<file path="config.mk">
export PLATFORM = sky130hd
export DESIGN_NAME = serial_subtractor
export DESIGN_NICKNAME = d
export VERILOG_FILES = /design/src/rtl/serial_subtractor.sv
export SDC_FILE = /design/constraint.sdc
export NUM_CORES = 1
export LEC_CHECK = 0
export BUFFER_PORTS_ARGS = -buffer_cell sky130_fd_sc_hd__buf_4
export CORE_MARGIN = 3
export CORE_UTILIZATION = 55
export CTS_CLUSTER_DIAMETER = 80
export CTS_CLUSTER_SIZE = 16
export DETAILED_ROUTE_END_ITERATION = 10
export PLACE_DENSITY_LB_ADDON = 0.15
export RECOVER_POWER = 50
export SETUP_SLACK_MARGIN = 0.15
export SYNTH_ARGS = -nofsm -noshare
export SYNTH_HDL_FRONTEND = slang
export SYNTH_SLANG_ARGS = --single-unit
</file>
<file path="constraint.sdc">
create_clock -name clk -period 1.75 [get_ports clk]
set_input_delay 0.175 -clock clk [delete_from_list [all_inputs] [get_ports clk]]
set_output_delay 0.175 -clock clk [all_outputs]
set_load 0.05 [all_outputs]
</file>
<file path="src/rtl/serial_subtractor.sv">
// serial_subtractor: bit-serial A - B - Bin built on one full-subtractor cell.
// Define SERIAL_SUB_OVF_EN to add the signed-overflow output Ovf.
module serial_subtractor #(
  parameter int WIDTH = 8
) (
  input  logic             clk,
  input  logic             rst,
  input  logic             start,
  input  logic [WIDTH-1:0] A,
  input  logic [WIDTH-1:0] B,
  input  logic             Bin,
  output logic             busy,
  output logic             done,
  output logic [WIDTH-1:0] Diff,
`ifdef SERIAL_SUB_OVF_EN
  output logic             Ovf,
`endif
  output logic             Borr
);

  localparam int CW = $clog2(WIDTH);
  localparam logic [CW-1:0] LAST = CW'(WIDTH - 1);

  typedef enum logic [1:0] {
    S_IDLE,
    S_SHIFT,
    S_DONE
  } state_t;

  state_t           state;
  state_t           nxt;
  logic [WIDTH-1:0] a_sr;
  logic [WIDTH-1:0] b_sr;
  logic [WIDTH-1:0] d_sr;
  logic             br;
  logic [CW-1:0]    cnt;
  logic             d;
  logic             br_nx;

  assign d     = a_sr[0] ^ b_sr[0] ^ br;
  assign br_nx = (~a_sr[0] & b_sr[0])
               | (~(a_sr[0] ^ b_sr[0]) & br);
  assign busy  = (state != S_IDLE);

  always_comb begin
    nxt = state;
    case (state)
      S_IDLE:  if (start) nxt = S_SHIFT;
      S_SHIFT: if (cnt == LAST) nxt = S_DONE;
      S_DONE:  nxt = S_IDLE;
      default: nxt = S_IDLE;
    endcase
  end

  always_ff @(posedge clk or posedge rst) begin
    if (rst) state <= S_IDLE;
    else     state <= nxt;
  end

  always_ff @(posedge clk or posedge rst) begin
    if (rst) begin
      a_sr <= '0;
      b_sr <= '0;
      d_sr <= '0;
      br   <= 1'b0;
      cnt  <= '0;
      done <= 1'b0;
      Diff <= '0;
      Borr <= 1'b0;
    end else begin
      done <= 1'b0;
      case (state)
        S_IDLE: begin
          if (start) begin
            a_sr <= A;
            b_sr <= B;
            br   <= Bin;
            cnt  <= '0;
          end
        end
        S_SHIFT: begin
          d_sr <= {d, d_sr[WIDTH-1:1]};
          a_sr <= a_sr >> 1;
          b_sr <= b_sr >> 1;
          br   <= br_nx;
          cnt  <= cnt + 1'b1;
        end
        S_DONE: begin
          Diff <= d_sr;
          Borr <= br;
          done <= 1'b1;
        end
        default: ;
      endcase
    end
  end

`ifdef SERIAL_SUB_OVF_EN
  logic br_msb;

  // Overflow is the borrow into the MSB differing from the borrow out of it.
  always_ff @(posedge clk or posedge rst) begin
    if (rst) begin
      br_msb <= 1'b0;
      Ovf    <= 1'b0;
    end else begin
      if (state == S_SHIFT && cnt == LAST) br_msb <= br;
      if (state == S_DONE) Ovf <= br_msb ^ br;
    end
  end
`endif

endmodule

</file>
==> impl_metrics.csv <==
group,metric,value,unit
global_routing,grtUsageTotal,19.0,%
critical_path,arrival,1.32,ns
cells_and_area,layout_commonest_cell,"dfrtp_1",
worst_hold_path,min_path_cells,2,
synthesis,yosys.area.top_type,"dfrtp_1",
power,p_int,2.45,mW
routing,m1WireLength,1450,um
routing,highest_layer,"met4",
cells_and_area,final_cell_mix,"39 x dfrtp_1, 33 x buf_4, 18 x mux2_2, 17 x inv_1, 11 x nor4b_1",
synthesis,synth.yosys.seq_area_share,55.6,%
power,vdd_drop_max,0.909,mV
global_routing,grt_max_degree,41,
floorplanning,die_y,63.2,um
cells_and_area,diodes,0,
global_routing,grt_pass1_vias,1305,
cells_and_area,drive_above_1_share,35.2,%
timing,tns,0,ns
critical_path,rr_worst_depth,3,
critical_path,slowest_stage,"dfrtp_1",
status,run_status,"completed",
critical_path,cp_top_family,"flip-flops",
placed_design,dp_hpwl,2450,um
power,swShare,39.3,%
floorplanning,top_level_ports,31,
routing,routed_wl,3480,um
power,comb_power_share,45.6,%
synthesis,syn_nets,166,
critical_path,r2r-end,"br",
power,pwr-share-seq,39.8,%
clocking,clock-sinks,40,
clocking,clk_latency,0.34,ns
worst_hold_path,whs_endpoint,"b_sr[7]",
critical_path,crit_chain,"nor2_2 -> inv_1 -> buf_4",
placed_design,portBuffers,30,
synthesis,syn_avg_cell_area,12.6,um^2
global_routing,grt_overflow,0,
synthesis,synth.area.top_cells,"dfrtp_1 56%, mux2_2 11%, nor4b_1 5.4%",
critical_path,slowest_delay,0.54,ns
worst_hold_path,hold_path.class,"in2reg",
critical_path,regToRegSetupSlack,0.29,ns
routing,wl_met3,140,um
critical_path,rr_startpoint,"state[1]",
synthesis,synth_cell_type_count,24,
routing,drt_iter0_drc,70,
job,cap_violations,0,
routing,antenna_left,0,
floorplanning,die_w,63.2,um
power,p_sw,1.59,mW
placed_design,gp_congestion,0.805,
floorplanning,floorplan.rows,20,
power,p_per_area,1890,mW/mm^2
clocking,cts_tree,"built",
clocking,clockRootBuffer,"clkbuf_4",
timing,setup_violations,0,
clocking,h-tree-depth,2,
timing,finalClockSkew,0.00355,ns
routing,vias_per_cell,5.42,
cells_and_area,finalNetCount,201,
critical_path,worstPathRequired,1.57,ns
timing,fmax,0.671,GHz
routing,drc,0,
timing,hold_ws,0.0982,ns
floorplanning,dieArea,0.00400,mm^2
timing,rsz0062_at_grt,"no",
timing,slew-limit-headroom,37.6,%
routing,drt-wirelength-per-cell,15.6,um
critical_path,cp.buffers_inverters,2,
timing,hold_viol,0,
worst_hold_path,min_from,"B[7]",
critical_path,cp-end-kind,"output port",
synthesis,synth_top_area_share,55.6,%
timing,min_period_over_period,85.2,%
global_routing,grt_pass1_wl,5890,um
clocking,cts_buffer_depth,2,
power,clock_power_share,14.6,%
synthesis,ys_warn_count,0,
timing,layout_min_cycle_time,1.49,ns
critical_path,worstSetupPathType,"reg2out",
routing,route.vias.total,1209,
cells_and_area,area_growth,19.0,%
timing,worst_pin_slew,0.936,ns
routing,wl_met2,1780,um
timing,slew_violations,0,
critical_path,startpoint_type,"register",
clocking,path_clk_slew,0.11,ns
floorplanning,start_util,58.5,%
routing,drtPass1Iterations,6,
clocking,numCtsBuffers,5,
synthesis,ys_ff_latch,40,
floorplanning,core,0.00308,mm^2
synthesis,syn_area,0.00180,mm^2
critical_path,startpoint,"state[1]",
synthesis,netlist_instances,143,
global_routing,antenna_found_initial,0,
critical_path,worstPathMaxFanout,12,
power,leakagePower,0.974,nW
[worst max-delay path by stage]
stage | endpoint | slack [ns] | cells after the start
floorplan | d_sr[0] | 0.49 | 5
global placement | Diff[0] | 0.35 | 3
detailed placement | br | 0.27 | 4
CTS | busy | 0.22 | 3
global route | br | 0.15 | 3
finish | busy | 0.26 | 3
[synthesized netlist by cell type, drive strengths merged]
library cell and n:
nand2b 2, fa 1, nor2b 6, a32o 2, a211oi 7, dfrtp 40
and2 1, inv 17, mux2 18, a21oi 1, o21bai 1, nor4b 11
nor2 5, clkbuf 5, a221oi 4, ha 2, a222oi 4, buf 7
a22o 2, nor3b 7
[registers in the layout (all words and copies together) (netlist names)]
register	cells
state	2
done	1
b_sr	8
d_sr	8
br	1
cnt	3
a_sr	8
Borr	1
Diff	8
[cells by family (layout without fill, tap and decap cells)]
logic type      Yosys count  after routing  synth area share, %
fa+ha+maj                 3              3                 2.50
mux                      18             18                 11.3
simple gates             32             32                 12.9
flops                    40             40                 55.6
compound gates           21             21                 9.87
buf+inv                  29             65                 7.92
[power groups by stage]
stage	Sequential, mW	Combinational [mW]	Clock [mW]
3_5_place_dp	1.65	1.84	0
5_1_grt	1.67	2.01	0.656
3_3_place_gp	1.62	1.77	0
4_1_cts	1.62	1.88	0.602
2_1_floorplan	1.93	1.09	0
6_report	1.61	1.84	0.590
[timing repair]
| action | 4_1_cts | 5_1_grt |
|---|---|---|
| pin swaps | 0 | 0 |
| hold buffers | 1 | 0 |
| gates resized for setup | 1 | 1 |
| setup endpoints to repair | 1 | 1 |
| hold endpoints to repair | 40 | 0 |
| setup buffers | 1 | 0 |
[cell type report]
cell class | instances | area (um^2)
Clock buffer | 6 | 41.3
Clock inverter | 2 | 35.0
Fill cell | 241 | 936
Inverter | 17 | 63.8
Multi-Input combinational cell | 74 | 659
Sequential cell | 40 | 1000
Tap cell | 44 | 55.1
Timing Repair Buffer | 40 | 285
[stage by stage]
step | util, % | total power [mW] | setup WS (ns) | std cells | cell area [um^2]
after detailed placement | 67.0 | 3.50 | 0.266 | 213 | 2060
after floorplan | - | 3.02 | 0.485 | 143 | 1800
after CTS | 70.1 | 4.10 | 0.225 | 223 | 2160
after global routing | 69.6 | 4.34 | 0.155 | 223 | 2140
after global placement | 67.0 | 3.39 | 0.345 | 213 | 2060
final | 69.6 | 4.05 | 0.259 | 223 | 2140
[metal layers]
metal / global-route usage, % / vias to the layer above
met4: 11.6 / 0
met1: 22.4 / 591
met5: 0 / -
met3: 4.46 / 12
li1: - / 577
met2: 31.5 / 29
Note: power is estimated with default switching activity, not from simulation.
